## src/rtl/irq_ctrl.sv

```systemverilog
// ============================================================================
// irq_ctrl -- memory-mapped interrupt controller
//
// Purpose
//   Collects up to NUM_SRC interrupt source lines into a PENDING register,
//   masks them with ENABLE, and presents the lowest-index active source to
//   the core as a single interrupt request with an ID.  The core claims the
//   interrupt by reading CLAIM and completes it by writing the claimed ID
//   back to CLAIM.  Interrupts are not preemptive: while one is in service,
//   new arrivals wait in PENDING.
//
// Register map (only addr_i[3:0] decoded, all accesses full-word)
//   0x0 ENABLE  RW  [NUM_SRC-1:0] per-source enable
//   0x4 PENDING RO  [NUM_SRC-1:0] pending sources
//   0x8 CLAIM   read  = claim the current candidate (returns its ID, 0 if none)
//               write = complete; data_i[4:0] must match the in-service ID
//   0xC STATUS  RO  [1:0] FSM state, [12:8] in-service ID
//   Other offsets read 0 and ignore writes.
//
// IDs: source i has ID i+1; ID 0 means "no interrupt".
//
// Configuration
//   IRQ_CTRL_EDGE_EN defined   : edge mode. PENDING[i] sets on a rising edge
//                                of irq_src_i[i] and clears only on claim.
//   IRQ_CTRL_EDGE_EN undefined : level mode (default). PENDING follows the
//                                source lines; the device must drop its line.
//
// Ports
//   clk        in   clock
//   rst_n      in   synchronous active-low reset
//   req_i      in   bus request
//   we_i       in   write enable (1 = write, 0 = read)
//   addr_i     in   [31:0] address
//   data_i     in   [31:0] write data
//   wem        in   byte mask, ignored (all writes are full-word)
//   addr_ok    out  request accepted (combinational echo of req_i)
//   data_ok    out  response valid, one cycle after each request
//   data_o     out  [31:0] registered read data
//   irq_src_i  in   [NUM_SRC-1:0] interrupt source lines
//   int_req_o  out  interrupt request to the core
//   int_id_o   out  [4:0] ID of the requested source, 0 when none
// ============================================================================

`ifndef RAM_MASK_WIDTH
`define RAM_MASK_WIDTH 4
`endif

module irq_ctrl #(
    parameter int NUM_SRC = 8
) (
    input  logic                       clk,
    input  logic                       rst_n,
    input  logic                       req_i,
    input  logic                       we_i,
    input  logic [31:0]                addr_i,
    input  logic [31:0]                data_i,
    input  logic [`RAM_MASK_WIDTH-1:0] wem,
    output logic                       addr_ok,
    output logic                       data_ok,
    output logic [31:0]                data_o,
    input  logic [NUM_SRC-1:0]         irq_src_i,
    output logic                       int_req_o,
    output logic [4:0]                 int_id_o
);

    // ------------------------------------------------------------------
    // Types and constants
    // ------------------------------------------------------------------
    typedef enum logic [1:0] {
        ST_IDLE    = 2'd0,
        ST_REQ     = 2'd1,
        ST_SERVICE = 2'd2
    } state_e;

    localparam logic [3:0] OFF_ENABLE  = 4'h0;
    localparam logic [3:0] OFF_PENDING = 4'h4;
    localparam logic [3:0] OFF_CLAIM   = 4'h8;
    localparam logic [3:0] OFF_STATUS  = 4'hC;

    // ------------------------------------------------------------------
    // State
    // ------------------------------------------------------------------
    state_e             state_q,   state_d;
    logic [NUM_SRC-1:0] enable_q,  enable_d;
    logic [NUM_SRC-1:0] pending_q, pending_d;
    logic [4:0]         srv_id_q,  srv_id_d;
    logic [31:0]        data_o_q,  data_o_d;
    logic               data_ok_q, data_ok_d;
`ifdef IRQ_CTRL_EDGE_EN
    logic [NUM_SRC-1:0] src_hist_q, src_hist_d;
`endif

    // ------------------------------------------------------------------
    // Bus decode
    // ------------------------------------------------------------------
    logic [3:0] offs;
    logic       wr_en;
    logic       rd_en;
    logic       sel_enable;
    logic       sel_claim;

    assign offs       = addr_i[3:0];
    assign wr_en      = req_i & we_i;
    assign rd_en      = req_i & ~we_i;
    assign sel_enable = (offs == OFF_ENABLE);
    assign sel_claim  = (offs == OFF_CLAIM);

    // Address, upper data bits and byte mask carry no meaning here; folding
    // them into one named net documents that they are deliberately dropped.
    logic unused_bits;
    assign unused_bits = ^{wem, addr_i[31:4], data_i};

    // ------------------------------------------------------------------
    // Candidate selection: lowest-index source that is pending and enabled
    // ------------------------------------------------------------------
    logic [NUM_SRC-1:0] active;
    logic               cand_valid;
    logic [4:0]         cand_id;

    assign active = pending_q & enable_q;

    // NOTE: every signal assigned in an always_comb gets a default at the
    // top of the block, so no path leaves it unassigned and no latch results.
    always_comb begin
        cand_valid = 1'b0;
        cand_id    = 5'd0;
        // Walk from the top down so the lowest set index is written last
        // and therefore wins.
        for (int i = NUM_SRC - 1; i >= 0; i--) begin
            if (active[i]) begin
                cand_valid = 1'b1;
                cand_id    = 5'(i + 1);
            end
        end
    end

    // ------------------------------------------------------------------
    // Claim / complete qualifiers
    // ------------------------------------------------------------------
    logic claim_take;   // CLAIM read that actually hands out an interrupt
    logic complete;     // CLAIM write that ends the current service

    assign claim_take = rd_en & sel_claim & (state_q == ST_REQ) & cand_valid;
    assign complete   = wr_en & sel_claim & (state_q == ST_SERVICE)
                      & (data_i[4:0] == srv_id_q);

    // ------------------------------------------------------------------
    // Pending capture
    // ------------------------------------------------------------------
`ifdef IRQ_CTRL_EDGE_EN
    logic [NUM_SRC-1:0] rise;
    logic [NUM_SRC-1:0] cand_mask;
    logic [NUM_SRC-1:0] claim_clr;

    assign rise      = irq_src_i & ~src_hist_q;
    // Isolate the lowest set bit: the one-hot form of the candidate.
    assign cand_mask = active & (~active + NUM_SRC'(1));
    assign claim_clr = claim_take ? cand_mask : '0;

    always_comb begin
        src_hist_d = irq_src_i;
        // A rising edge in the same cycle as the claim re-arms the bit, so
        // OR-ing the edge in after the clear gives the set priority.
        pending_d  = (pending_q & ~claim_clr) | rise;
    end
`else
    // Level mode: pending mirrors the lines; a claim only records the ID
    // and the device is expected to drop its request itself.
    always_comb begin
        pending_d = irq_src_i;
    end
`endif

    // ------------------------------------------------------------------
    // Next-state logic: FSM, registers, bus response
    // ------------------------------------------------------------------
    logic [31:0] rd_data;

    always_comb begin
        state_d   = state_q;
        enable_d  = enable_q;
        srv_id_d  = srv_id_q;
        data_o_d  = data_o_q;
        data_ok_d = req_i;      // every accepted request gets one response
        rd_data   = 32'd0;

        // Register writes (ENABLE is the only writable storage register)
        if (wr_en && sel_enable) begin
            enable_d = data_i[NUM_SRC-1:0];
        end

        // Read mux; undefined offsets fall through to 0
        case (offs)
            OFF_ENABLE:  rd_data = 32'(enable_q);
            OFF_PENDING: rd_data = 32'(pending_q);
            OFF_CLAIM:   rd_data = (state_q == ST_REQ && cand_valid)
                                   ? 32'(cand_id) : 32'd0;
            OFF_STATUS:  rd_data = {19'd0, srv_id_q, 6'd0, state_q};
            default:     rd_data = 32'd0;
        endcase

        // Writes leave the last read value on data_o
        if (rd_en) begin
            data_o_d = rd_data;
        end

        // In-service ID: latched on claim, dropped on completion so STATUS
        // shows no stale ID once the controller is idle again.
        if (claim_take) begin
            srv_id_d = cand_id;
        end else if (complete) begin
            srv_id_d = 5'd0;
        end

        case (state_q)
            ST_IDLE: begin
                if (cand_valid) begin
                    state_d = ST_REQ;
                end
            end
            ST_REQ: begin
                // Losing the candidate (disabled or level dropped) withdraws
                // the request before any claim is considered.
                if (!cand_valid) begin
                    state_d = ST_IDLE;
                end else if (claim_take) begin
                    state_d = ST_SERVICE;
                end
            end
            ST_SERVICE: begin
                // Going straight to REQ lets a waiting interrupt be
                // requested in the cycle right after the completion.
                if (complete) begin
                    state_d = cand_valid ? ST_REQ : ST_IDLE;
                end
            end
            default: begin
                state_d = ST_IDLE;
            end
        endcase
    end

    // ------------------------------------------------------------------
    // State registers (synchronous active-low reset)
    // ------------------------------------------------------------------
    // NOTE: sequential state uses non-blocking assignments so every flop
    // samples its _d value from before the edge, independent of order.
    always_ff @(posedge clk) begin
        if (!rst_n) begin
            state_q    <= ST_IDLE;
            enable_q   <= '0;
            pending_q  <= '0;
            srv_id_q   <= 5'd0;
            data_o_q   <= 32'd0;
            data_ok_q  <= 1'b0;
`ifdef IRQ_CTRL_EDGE_EN
            src_hist_q <= '0;
`endif
        end else begin
            state_q    <= state_d;
            enable_q   <= enable_d;
            pending_q  <= pending_d;
            srv_id_q   <= srv_id_d;
            data_o_q   <= data_o_d;
            data_ok_q  <= data_ok_d;
`ifdef IRQ_CTRL_EDGE_EN
            src_hist_q <= src_hist_d;
`endif
        end
    end

    // ------------------------------------------------------------------
    // Outputs
    // ------------------------------------------------------------------
    assign addr_ok = req_i;
    assign data_ok = data_ok_q;
    assign data_o  = data_o_q;

    // Gated by rst_n so the core sees no request while reset is held,
    // even before the reset edge has cleared the state register.
    assign int_req_o = rst_n & (state_q == ST_REQ);
    assign int_id_o  = int_req_o ? cand_id : 5'd0;

endmodule

```

## config.mk

```make
export PLATFORM = sky130hd
export DESIGN_NAME = irq_ctrl
export DESIGN_NICKNAME = d
export VERILOG_FILES = /design/src/rtl/irq_ctrl.sv
export SDC_FILE = /design/constraint.sdc
export NUM_CORES = 1
export LEC_CHECK = 0
export ABC_AREA = 1
export BUFFER_PORTS_ARGS = -buffer_cell sky130_fd_sc_hd__buf_2
export CORE_MARGIN = 1
export CORE_UTILIZATION = 38
export DETAILED_ROUTE_END_ITERATION = 10
export PLACE_DENSITY = 0.77
export REMOVE_ABC_BUFFERS = 1
export SLEW_MARGIN = 20
export SYNTH_ARGS = -nofsm -noshare
export SYNTH_HDL_FRONTEND = slang
export SYNTH_SLANG_ARGS = --single-unit
```

## constraint.sdc

```tcl
create_clock -name clk -period 1.15 [get_ports clk]
set_input_delay 0.115 -clock clk [delete_from_list [all_inputs] [get_ports clk]]
set_output_delay 0.115 -clock clk [all_outputs]
set_load 0.02 [all_outputs]
```

# Yosys cells after proc, flatten, opt, wreduce, memory -nomap -nowiden
# Index checks and enable logic that the tools add are counted.
classes:
  n_bitwise: 11
  shifts: 0
  n_mul: 0
  eq_ne: 9
  n_reduce_logical: 6
  mux: 27
  magnitude_cmp: 0
  add_sub_neg: 0
  div_mod_pow: 0
op_table:
  columns: ["op", "count"]
  rows:
  - ["two-way mux 5 bit", 11]
  - ["case mux 13 bit (4 select lines)", 1]
  - ["AND 1 bit", 9]
  - ["two-way mux 1 bit", 9]
  - ["AND 8 bit", 1]
  - ["equality test 4 bit (second input constant)", 2]
  - ["two-way mux 2 bit", 4]
  - ["case mux 2 bit (3 select lines)", 1]
  - ["equality test 5 bit", 1]
  - ["equality test 4 x 3 -> 1 bit (second input constant)", 1]
  - ["zero test 4 bit", 1]
  - ["two-way mux 4 bit", 1]
  - ["!= test 2 bit (second input constant)", 2]
  - ["!= test 3 bit (second input constant)", 1]
  - ["AND reduction 3 bit", 1]
  - ["equality test 2 x 1 -> 1 bit (second input constant)", 1]
  - ["equality test 2 bit (second input constant)", 1]
  - ["logical AND 1 bit", 2]
  - ["zero test 2 bit", 1]
  - ["nonzero test 2 bit", 1]
  - ["NOT 1 bit", 1]
word_totals:
  rom_bits: 0
  in_bits: 80
  wordCells: 59
  latch_bits: 0
  mem_bits_rw: 0
  n_memories: 0
  register_bits: 56

# Logic depth before layout (Yosys ltp)
logic_depth:
  word_depth: 13
  ltp_mapped: 12
  ltp_nobuf: 12

# Worst setup path after synthesis
# No wires, ideal clock.
synth_timing:
  path_type: "register to output"
  from: "register state_q[0]"
  to: "output port int_id_o[3]"
  required_time_ps: 1035
  path_buffers: 0
  t_arrival_ps: 1414
  path_stages_with_launch: 5
  setup_slack_ps: -379
  path_cell_list: "dfxtp_1 inv_1 nor2_1 nand2_1 nor4_1"
synth_via:
  elab_chain_len: 3
synth_lines:
  columns: ["item", "line_no", "source"]
  rows:
  - ["start, declared", "83", "state_e state_q, state_d;"]
  - ["start signal, assigned", "260", "state_q <= state_d;"]
  - ["equality test 2 x 1 -> 1 bit", "281", "assign int_req_o = rst_n & (state_q == ST_REQ);"]
  - ["AND 1 bit", "281", null]
  - ["two-way mux 5 bit", "282", "assign int_id_o = int_req_o ? cand_id : 5'd0;"]
  - ["end, declared", "63", "output logic [4:0] int_id_o"]
# Every way passes these cells.

# Final worst setup path
layout_timing:
  from: "register pending_q[1]"
  to: "output port int_id_o[3]"
layout_via:
  elab_chain_len: 4
layout_lines:
  columns: ["item", "line_no", "source"]
  rows:
  - ["start, declared", "85", "logic [NUM_SRC-1:0] pending_q, pending_d;"]
  - ["start signal, assigned", "262", "pending_q <= pending_d;"]
  - ["AND 8 bit", "120", "assign active = pending_q & enable_q;"]
  - ["two-way mux 5 bit (2 in series)", "130", "if (active[i]) begin"]
  - ["two-way mux 5 bit", "282", null]
# Every way passes these cells.

==> flow_summary_export.csv <==
group,metric,value,unit
sta,period_share,131,%
cts,cts_max_path_buffers,2,
power_and_ir_drop,power_frac_seq,49.3,%
logic_synthesis,yosys.area.top_type,"dfxtp_1",
logic_synthesis,synth_top_area_share,38.6,%
sta,finalSetupViolations,15,
logic_synthesis,synthArstFlopShare,0,%
cts,clkTransAtPathRegs,70,ps
detailed_routing,first_iter_violations,61,
layout,nets,413,
grt,overflow,0,
logic_synthesis,synthCells,260,
place,place_ws,-167,ps
detailed_routing,wl_per_cell,12.0,µm
detailed_routing,drt_wl_total,4630,µm
die,die-area,5060,µm²
worst_setup_path,cpMostUsedCell,"nand2_2",
power_and_ir_drop,power.total,2.57,mW
worst_setup_path,ff2ff_setup_slack,-290,ps
logic_synthesis,yosysSeqAreaShare,38.6,%
detailed_routing,first_pass_iters,10,
logic_synthesis,ys_warn_count,0,
sta,slew_viol_final,0,
sta,rsz0062_at_grt,"yes",
worst_hold_path,min_to,"pending_q[1]$_SDFF_PN0_",
logic_synthesis,ys_types,25,
worst_setup_path,critPathRequiredTime,1030,ps
worst_setup_path,crit_chain,"nand2_2 > nand2_2 > inv_2 > nand2_4 > nor4_4 > buf_4",
detailed_routing,dr_total_vias,1835,
sta,setup_ws,-354,ps
job,max_cap_violations,0,
power_and_ir_drop,comb_power_share,12.2,%
worst_hold_path,hold_path_depth,3,
cts,cts_sinks,35,
worst_setup_path,crit_path_start_kind,"flop",
grt,grt_pass1_wl,7620,µm
worst_setup_path,cp-end-kind,"primary output",
layout,area_delta_synth_final,40.6,%
worst_setup_path,timing.critical_path.buf_inv,2,
sta,max_freq,665,MHz
logic_synthesis,yosysMostFrequentCell,"nand2_1",
worst_setup_path,cp_max_fo,4,
layout,regArea,716,µm²
cts,cts_buffers,5,
place,dpl.hpwl,3260,µm
detailed_routing,drc_errors,5,
detailed_routing,ant_nets,0,
grt,grt_pass1_vias,1799,
die,io_pins,120,
layout,drive_above_1_share,41.0,%
cts,htree_levels,2,
status,failed_checks,"DRC, setup timing",
power_and_ir_drop,irDropWorstVdd,0.723,mV
cts,cts-root-buf,"clkbuf_8",
sta,skew,5.44,ps
power_and_ir_drop,internal-power,1.90,mW
layout,diodes,0,
sta,layout_min_cycle_time,1500,ps
logic_synthesis,synth_area,1820,µm²
worst_setup_path,crit_slowest_cell,"dfxtp_2",
power_and_ir_drop,p_sw,0.668,mW
logic_synthesis,synthFlopType,"dfxtp_1",
die,fp-row-count,24,
die,core,4470,µm²
logic_synthesis,synth_edf_count,0,
power_and_ir_drop,powerDensity,1000,nW/µm²
worst_setup_path,crit_type,"reg -> out",
place,gp_congestion,0.914,
sta,whs,6.08,ps
cts,worst_skew_pair.late_latency,290,ps
worst_hold_path,hold_path_class,"in -> reg",
logic_synthesis,synth-seq-cells,35,
die,initial_core_util,40.6,%
grt,grt_use_total,19.6,%
worst_setup_path,crit_arrival,1390,ps
worst_setup_path,reg2reg_depth,9,
logic_synthesis,netlist_top_cells_count,"69 x nand2_1, 42 x inv_1, 35 x dfxtp_1",
worst_setup_path,r2r-start,"pending_q[1]$_SDFF_PN0_",
power_and_ir_drop,p_leak,1.31,nW
cts,cts_tree,"built",
die,die_y,71.1,µm
sta,hold_viol,0,
worst_setup_path,cpPeakStageDelay,340,ps
layout,multiInputGateArea,1010,µm²
logic_synthesis,avgSynthCellArea,6.99,µm²
layout,final_cell_area,2550,µm²
worst_setup_path,cp_top_family,"simple AND/OR/NAND/NOR gates",
power_and_ir_drop,swShare,26.0,%
detailed_routing,avgViaCountPerCell,4.75,
power_and_ir_drop,clkPwrFrac,38.6,%
worst_setup_path,reg2reg_to,"srv_id_q[3]$_SDFFE_PN0P_",
place,dpl-instance-area,2140,µm²
grt,grt_max_degree,23,
die,fp.dieW,71.1,µm
grt,antenna_found_initial,0,
status,status,"complete, but fails checks",
logic_synthesis,ys_top_cells_by_area,"dfxtp_1 39%, nand2_1 14%, buf_4 9.1%",
place,portBuffers,42,
layout,fill_cells,417,
worst_hold_path,min_from,"irq_src_i[1]",
==> repair_timing <==
action,4_1_cts,5_1_grt
pin swaps,16,16
endpoints found under the setup margin,15,15
hold buffers,2,0
endpoints found under the hold margin,2,0
setup buffers,3,7
resized for setup,49,25
==> area by class of cell <==
type	instances	area share [%]
multi-input cells	175	39.6
flip-flops and latches	35	28.0
repair buffers	73	19.4
inverters	43	6.52
clock buffers	8	3.92
well taps	52	2.55
==> how the worst max path moves through the flow <==
stage                                       start  cells after the start                      to
after floorplan           state_q[0]$_SDFFE_PN0P_                      4             int_id_o[3]
after global placement    pending_q[5]$_SDFF_PN0_                      9  data_o[3]$_SDFFE_PN0P_
after detailed placement  pending_q[6]$_SDFF_PN0_                      9  data_o[3]$_SDFFE_PN0P_
after CTS                 pending_q[6]$_SDFF_PN0_                      7             int_id_o[1]
after global routing      pending_q[2]$_SDFF_PN0_                      6             int_id_o[3]
final                     pending_q[1]$_SDFF_PN0_                      6             int_id_o[3]
==> flip-flops by register name (all words and copies together), names as in the netlist <==
register and flops:
data_o 12, enable_q 8, srv_id_q 4, data_ok 1
pending_q 8, state_q 2
==> through the flow <==
stage | std cells | util, % | TNS, ps
after floorplan | 253 | - | -1260
after global placement | 366 | 47.7 | -1310
final | 386 | 57.1 | -3530
after global routing | 386 | 57.1 | -4610
after CTS | 379 | 53.7 | -2440
after detailed placement | 366 | 47.7 | -1710
==> cell families (layout without fill, tap and decap cells) <==
kind of cell	Yosys count	count (layout)	share of synthesized area, %
flops	35	35	38.6
compound gates	54	54	16.9
xor+xnor	2	2	0.964
other cells	1	21	0.206
buf+inv	70	124	19.2
simple gates	98	98	24.2
==> power by group through the flow <==
stage          sequential, mW  combinational, mW  clock (mW)
4_1_cts                  1.26              0.300        1.01
5_1_grt                  1.27              0.343        1.05
3_5_place_dp             1.28              0.285           0
6_report                 1.26              0.312       0.990
2_1_floorplan            1.29              0.147           0
3_3_place_gp             1.28              0.282           0
==> per-layer routing <==
layer | track usage [%] | vias up | share of wire [%]
li1 | - | 915 | -
met1 | 21.7 | 845 | 42
met2 | 34.0 | 57 | 50
met3 | 4.99 | 18 | 5.0
met4 | 11.1 | 0 | 3.6
met5 | 0 | - | 0
==> placed cells by master, fill, tap and decap left out, types with 7 or more instances in the layout <==
| cell | Yosys | layout |
|---|---|---|
| inv_1 | 42 | 37 |
| o21ai_0 | 14 | 12 |
| a21oi_2 | 4 | 8 |
| clkbuf_8 | 0 | 7 |
| a21oi_1 | 27 | 23 |
| dfxtp_1 | 35 | 23 |
| nand2_2 | 2 | 10 |
| conb_1 | 1 | 21 |
| buf_4 | 22 | 27 |
| nand2_4 | 1 | 11 |
| buf_2 | 2 | 37 |
| o22ai_1 | 8 | 8 |
| dfxtp_2 | 0 | 12 |
| nand2_1 | 69 | 51 |
==> worst register-to-register path, cell delays in order (launching register included) <==
cell,delay [ps]
dfxtp_2,340
nand2_2,70
nand2_2,70
buf_4,150
nor3_4,240
a21oi_4,130
nand2_4,120
clkinv_4,90
nand2_1,80
a21oi_2,50
(Power assumes the default switching activity.)
